==> src/rtl/async_fifo_read_adapter.sv <==
`default_nettype none
// ============================================================================
// async_fifo_read_adapter: turns an async_fifo empty/read_en read port into a
// valid/ready stream through a 2-entry skid buffer.   Revision: 1.0
// ============================================================================
module async_fifo_read_adapter #(
  parameter int BITS       = 32,
  parameter int COUNT_BITS = 16
) (
  input  logic                  read_clk,
  input  logic                  read_rst,
  input  logic                  p_read_empty,
  output logic                  p_read_en,
  input  logic [BITS-1:0]       p_read_data,
  output logic                  m_valid,
  input  logic                  m_ready,
  output logic [BITS-1:0]       m_data,
  output logic [COUNT_BITS-1:0] m_count
);

  logic [1:0]            r_occ;
  logic                  r_infl;
  logic [BITS-1:0]       r_head;
  logic [BITS-1:0]       r_tail;
  logic [COUNT_BITS-1:0] r_count;

  logic                  w_pop;
  logic [2:0]            w_level;
  logic [1:0]            w_occ_after_pop;
  logic [1:0]            w_occ_next;
  logic [BITS-1:0]       w_head_next;
  logic [BITS-1:0]       w_tail_next;

  assign m_valid = (r_occ != 2'd0);
  assign m_data  = r_head;
  assign m_count = r_count;
  assign w_pop   = m_valid & m_ready;

  // Words already owed to the buffer (stored + in flight), less the one leaving now.
  assign w_level   = {1'b0, r_occ} + {2'b00, r_infl} - {2'b00, w_pop};
  assign p_read_en = ~p_read_empty & ~read_rst & (w_level < 3'd2);

  always_comb begin
    w_occ_after_pop = r_occ - {1'b0, w_pop};
    w_head_next     = r_head;
    w_tail_next     = r_tail;
    if (w_pop) begin
      w_head_next = r_tail;
    end
    // A landing word goes behind whatever remains after this cycle's pop.
    if (r_infl) begin
      if (w_occ_after_pop == 2'd0) begin
        w_head_next = p_read_data;
      end else begin
        w_tail_next = p_read_data;
      end
    end
    w_occ_next = w_occ_after_pop + {1'b0, r_infl};
  end

  always_ff @(posedge read_clk or posedge read_rst) begin
    if (read_rst) begin
      r_occ   <= 2'd0;
      r_infl  <= 1'b0;
      r_head  <= '0;
      r_tail  <= '0;
      r_count <= '0;
    end else begin
      r_occ  <= w_occ_next;
      r_infl <= p_read_en;
      r_head <= w_head_next;
      r_tail <= w_tail_next;
      if (w_pop) begin
        r_count <= r_count + COUNT_BITS'(1);
      end
    end
  end

endmodule
`default_nettype wire
==> config.mk <==
export PLATFORM = sky130hd
export DESIGN_NAME = async_fifo_read_adapter
export DESIGN_NICKNAME = d
export VERILOG_FILES = /design/src/rtl/async_fifo_read_adapter.sv
export SDC_FILE = /design/constraint.sdc
export NUM_CORES = 1
export LEC_CHECK = 0
export ABC_AREA = 1
export BUFFER_PORTS_ARGS = -buffer_cell sky130_fd_sc_hd__clkbuf_2
export CAP_MARGIN = 25
export CORE_MARGIN = 3
export CORE_UTILIZATION = 26
export CTS_BUF_LIST = sky130_fd_sc_hd__clkbuf_8 sky130_fd_sc_hd__clkbuf_16
export DETAILED_ROUTE_END_ITERATION = 10
export PLACE_DENSITY_LB_ADDON = 0.12
export REMOVE_ABC_BUFFERS = 1
export SETUP_SLACK_MARGIN = 0.15
export SYNTH_ARGS = -nofsm -noshare
export SYNTH_HDL_FRONTEND = slang
export SYNTH_SLANG_ARGS = --single-unit
==> constraint.sdc <==
create_clock -name read_clk -period 2.4 [get_ports read_clk]
set_input_delay 0.12 -clock read_clk [delete_from_list [all_inputs] [get_ports read_clk]]
set_output_delay 0.12 -clock read_clk [all_outputs]
set_load 0.03 [all_outputs]
* Word level (Yosys, flattened, before mapping) *
Index checks and enable logic that the tools add are counted.

word-level totals
  register bits after elaboration = 83
  input port bits = 36
  word-level logic and storage cells = 23

operators by class
  $add $sub $neg = 5
  magnitude comparators = 1
  multiplexer cells = 3
  bitwise operators = 6
  reduce and logical (&&, ||, !) cells = 3

operator list
  operator                 count
  $mux W32                 3
  $add A16 B1 Y16 const B  1
  $add A2 B1 Y3            1
  $and A1 B1 Y1            3
  $lt A3 B2 Y1 const B     1
  $not A1 Y1               3
  $sub A3 B1 Y3            1
  $add A2 B1 Y2            1
  $logic_not A2 Y1         1
  $reduce_and A2 Y1        1
  $reduce_bool A2 Y1       1
  $sub A2 B1 Y2            1

* Logic depth before layout (Yosys ltp) *
  depth after elaboration = 6
  depth in mapped cells = 8

* Least setup slack after synthesis *
Ideal clock, no wire load.

  path kind = reg-to-reg
  start = register r_occ[1]
  end = register r_infl
  data arrival time = 2.528 ns
  setup slack = -0.361 ns
  cell stages (with the launch flop) = 9
  path buffers = 1
  clock period less this slack = 2.761 ns
  path through = dfrtp_1 -> nor2_2 -> nor2_4 -> buf_2 -> nor2_1 -> o21ai_0 -> fa_1 -> inv_1 -> nor4_1

between the ends
  longest elaborated chain between the ends = 5

ends and longest elaborated chain
  what                                                                   RTL line  source
  from (decl)                                                            21        logic [1:0] r_occ;
  from (signal assigned)                                                 69        r_occ <= w_occ_next;
  parallel branches: the longest is 2 deep, another holds $add A2 B1 Y3  n/a
  $sub A3 B1 Y3 *                                                        40        assign w_level = {1'b0, r_occ} + {2'b00, r_infl} - {2'b00, w_pop};
  $lt A3 B2 Y1 *                                                         41        assign p_read_en = ~p_read_empty & ~read_rst & (w_level < 3'd2);
  $and A1 B1 Y1 *                                                        41
  named net p_read_en                                                    13        output logic p_read_en,
  to (signal assigned)                                                   70        r_infl <= p_read_en;
  to (decl)                                                              22        logic r_infl;

Mark *: on every way through the listed nets, which the timed path passes.
A chain may end at the register's enable or synchronous reset.

* Worst setup path after layout *
  start = register r_occ[1]
  end = output port p_read_en

between the ends
  longest elaborated chain between the ends = 5

ends and longest elaborated chain
  what                                                                   RTL line
  parallel branches: the longest is 2 deep, another holds $add A2 B1 Y3  n/a
  $sub A3 B1 Y3 *                                                        40
  $lt A3 B2 Y1 *                                                         41
  $and A1 B1 Y1 *                                                        41
  to (decl)                                                              13

Mark *: on every way between the ends.

==> impl_metrics.json <==
{
  "status": "finished clean",
  "vias_per_cell": 4.335,
  "clock_path_buffers": 2,
  "clock-root-buffer": "clkbuf_16",
  "ios": 86,
  "synth_common_cells": "117 x nand2_1, 83 x dfrtp_1, 53 x inv_1, 43 x nor2_1, 24 x a31oi_1",
  "area_delta_synth_final_pct": 31.57,
  "yosys.area.top_type_share_pct": 55.33,
  "drive_gt1_share_pct": 26.52,
  "synth.area.top_cells": "dfrtp_1 55%, nand2_1 12%, inv_1 5.3%",
  "synth_top_family_by_area": "simple AND/OR/NAND/NOR gates",
  "die-area_um2": 15920,
  "grt_use_total_pct": 12.47,
  "r2r_setup_slack_ns": 0.18,
  "yosys_warnings": 0,
  "routed-wl-met2_um": 4436,
  "synthXorXnorAreaFrac_pct": 2.800,
  "synth-compound-area-share_pct": 12.20,
  "port_buffers": 85,
  "slew_headroom_pct": 56.91,
  "ys_types": 25,
  "drt-initial-drc-count": 137,
  "r2r-end": "r_infl",
  "vias": 3134,
  "num-nets-final": 577,
  "p_clk_share_pct": 21.7,
  "drcViolationCount": 0,
  "syn_avg_cell_area_um2": 8.729,
  "die_height_um": 126.2,
  "grt_max_degree": 65,
  "grt_first_pass_wirelength_um": 15680,
  "worst_pin_slew_ns": 0.6464,
  "cts_tree": "done",
  "finalHoldWorstSlack_ns": 0.01525,
  "combPwrFrac_pct": 41.3,
  "fin_worst_skew_ns": 0.005377,
  "synth_edf_count": 0,
  "die_w_um": 126.2,
  "ff2ff_path_depth": 14,
  "peakVddDrop_v": 0.0004478,
  "worst_ep_arrival_time_ns": 2.15,
  "fin_crit_ns": 2.275,
  "ant_nets": 0,
  "synth_mux_area_share_pct": 0,
  "clock-sinks": 83,
  "ys_ff_latch": 83,
  "finalInstanceArea_um2": 4938,
  "synth_fa_ha_area_share_pct": 1.200,
  "worstSetupEndpointType": "output port",
  "p_per_area_nw_per_um2": 1300,
  "start_util_pct": 26.83,
  "final-hold-violation-count": 0,
  "fin_setup_tns_ns": 0,
  "crit_type": "register to output port",
  "clock_latency_ns": 0.35,
  "endpoint": "p_read_en",
  "grt_pass1_vias": 3098,
  "power.net_switching_uw": 2676,
  "setup_violations": 0,
  "async_reset_ff_share_pct": 100.0,
  "synth_area_um2": 3754,
  "firstDrtPassIters": 4,
  "antenna_found_initial": 0,
  "reg2reg_from": "r_occ[1]",
  "synthSimpleGateAreaFrac_pct": 19.43,
  "slew_violations": 0,
  "synth.yosys.seq_area_share_pct": 55.33,
  "critPathRequiredTime_ns": 2.28,
  "syn_inst": 430,
  "antenna_cells": 0,
  "wire_per_inst_um": 13.31,
  "setup_ws_ns": 0.1253,
  "coreArea_um2": 13990,
  "ys.flop_type": "dfrtp_1",
  "start_kind": "register",
  "placed_cell_area_um2": 4360,
  "cts.clk_slew.worst_paths_ns": 0.06,
  "power_frac_seq_pct": 36.9,
  "wl_met1_um": 4488,
  "max-cap-violations": 0,
  "htree_levels": 3,
  "finalWeightedCongestion": 0.6894,
  "postRouteWirelength_um": 9621,
  "placementRows": 43,
  "grt_setup_unrepaired": "true",
  "crit_path_max_fanout": 3,
  "synth.most_common_cell": "nand2_1",
  "grt_overflow": 0,
  "startpoint": "r_occ[1]",
  "pre_cts_ws_ns": 0.2377,
  "wl_met3_um": 568,
  "p_leak_uw": 0.002536,
  "switching_share_pct": 41.67,
  "dpl.hpwl_um": 5977,
  "max_freq_mhz": 439.6,
  "p_int_uw": 3746,
  "synth.largest_area_cell": "dfrtp_1",
  "finalCritPeriodShare_pct": 94.78,
  "top_layer_used": "met4",
  "cts_made_buffers": 9,
  "hp-class": "input port to register",
  "finalPower_uw": 6421
}
cell families after synthesis:
kind of cell | count (synthesis)
XOR/XNOR | 12
buffers and inverters | 75
AO/OA/AOI/OAI | 76
AND/OR/NAND/NOR | 181
adder cells (fa/ha/maj) | 3
flip-flops | 83
critical path: stages (launching register included):
cell and delay (ns):
dfrtp_1 0.39, nor2_4 0.05, nor2_4 0.11, inv_2 0.06, nor2_4 0.11, o21ai_2 0.07, fa_2 0.53, inv_2 0.05
nor4_4 0.23, buf_4 0.21
power groups by stage:
stage | clock (uW) | combinational (uW) | sequential [uW]
floorplan | 0 | 1110 | 2930
global placement | 0 | 2450 | 2370
detailed placement | 0 | 2470 | 2380
CTS | 1460 | 2610 | 2380
global route | 1510 | 2940 | 2450
finish | 1390 | 2650 | 2370
registers in the layout, summed over array words and instances, names as in the netlist:
register  count
m_count      16
r_infl        1
r_tail       32
r_occ         2
m_data       32
cells in the final DEF (no fill, tap or decap):
master / n
a21oi_1: 1
a31oi_1: 24
buf_12: 2
buf_4: 12
buf_6: 5
bufinv_16: 1
clkbuf_16: 9
clkbuf_2: 84
clkbuf_8: 1
clkinv_2: 2
clkinvlp_4: 2
dfrtp_1: 82
dfrtp_2: 1
dlygate4sd3_1: 14
fa_2: 1
ha_1: 2
inv_1: 53
inv_2: 3
nand2_1: 116
nand2_2: 1
nand3_1: 9
nand4_1: 6
nor2_1: 41
nor2_2: 2
nor2_4: 3
nor3_2: 1
nor4_4: 1
o21ai_0: 10
o21ai_1: 22
o21ai_2: 11
o22ai_1: 8
or2_2: 1
xnor2_1: 7
xor2_1: 4
xor2_2: 1
metrics by stage:
stage / std cells / util [%]
global route: 723 / 35.30
detailed placement: 683 / 31.17
floorplan: 410 / -
global placement: 683 / 31.17
CTS: 722 / 34.96
finish: 723 / 35.30
worst min path at each step:
stage | startpoint | to | slack (ns) | depth (start not counted)
2_1_floorplan | p_read_data[10] | r_tail[10] | 0.25 | 2
3_3_place_gp | read_rst | r_infl | 0.28 | 3
3_5_place_dp | read_rst | r_occ[0] | 0.28 | 3
4_1_cts | p_read_data[18] | r_tail[18] | 0.002 | 3
5_1_grt | p_read_data[7] | r_tail[7] | 0.02 | 3
6_report | p_read_data[26] | r_tail[26] | 0.02 | 3
cell type report:
cell class,instances,area (um^2)
timing repair buffer,117,747.0
sequential,83,2078
fill,1501,9050
clock buffer,10,239.0
multi-input combinational,272,1384
tap,180,225.2
inverter,55,207.7
clock inverter,6,57.56
what timing repair did:
item | 4_1_cts | 5_1_grt
endpoints found under the setup margin | 1 | 2
hold endpoints to repair | 96 | 0
gates resized for setup | 8 | 11
pin swaps | 4 | 5
setup buffers | 9 | 1
hold buffers | 14 | 0
per-layer routing:
| metal | vias up | track usage [%] |
|---|---|---|
| met5 | - | 0 |
| met4 | 0 | 4.543 |
| met3 | 9 | 4.241 |
| met2 | 76 | 19.47 |
| met1 | 1470 | 16.11 |
| li1 | 1579 | - |
Note: power is estimated with default switching activity, not from simulation.
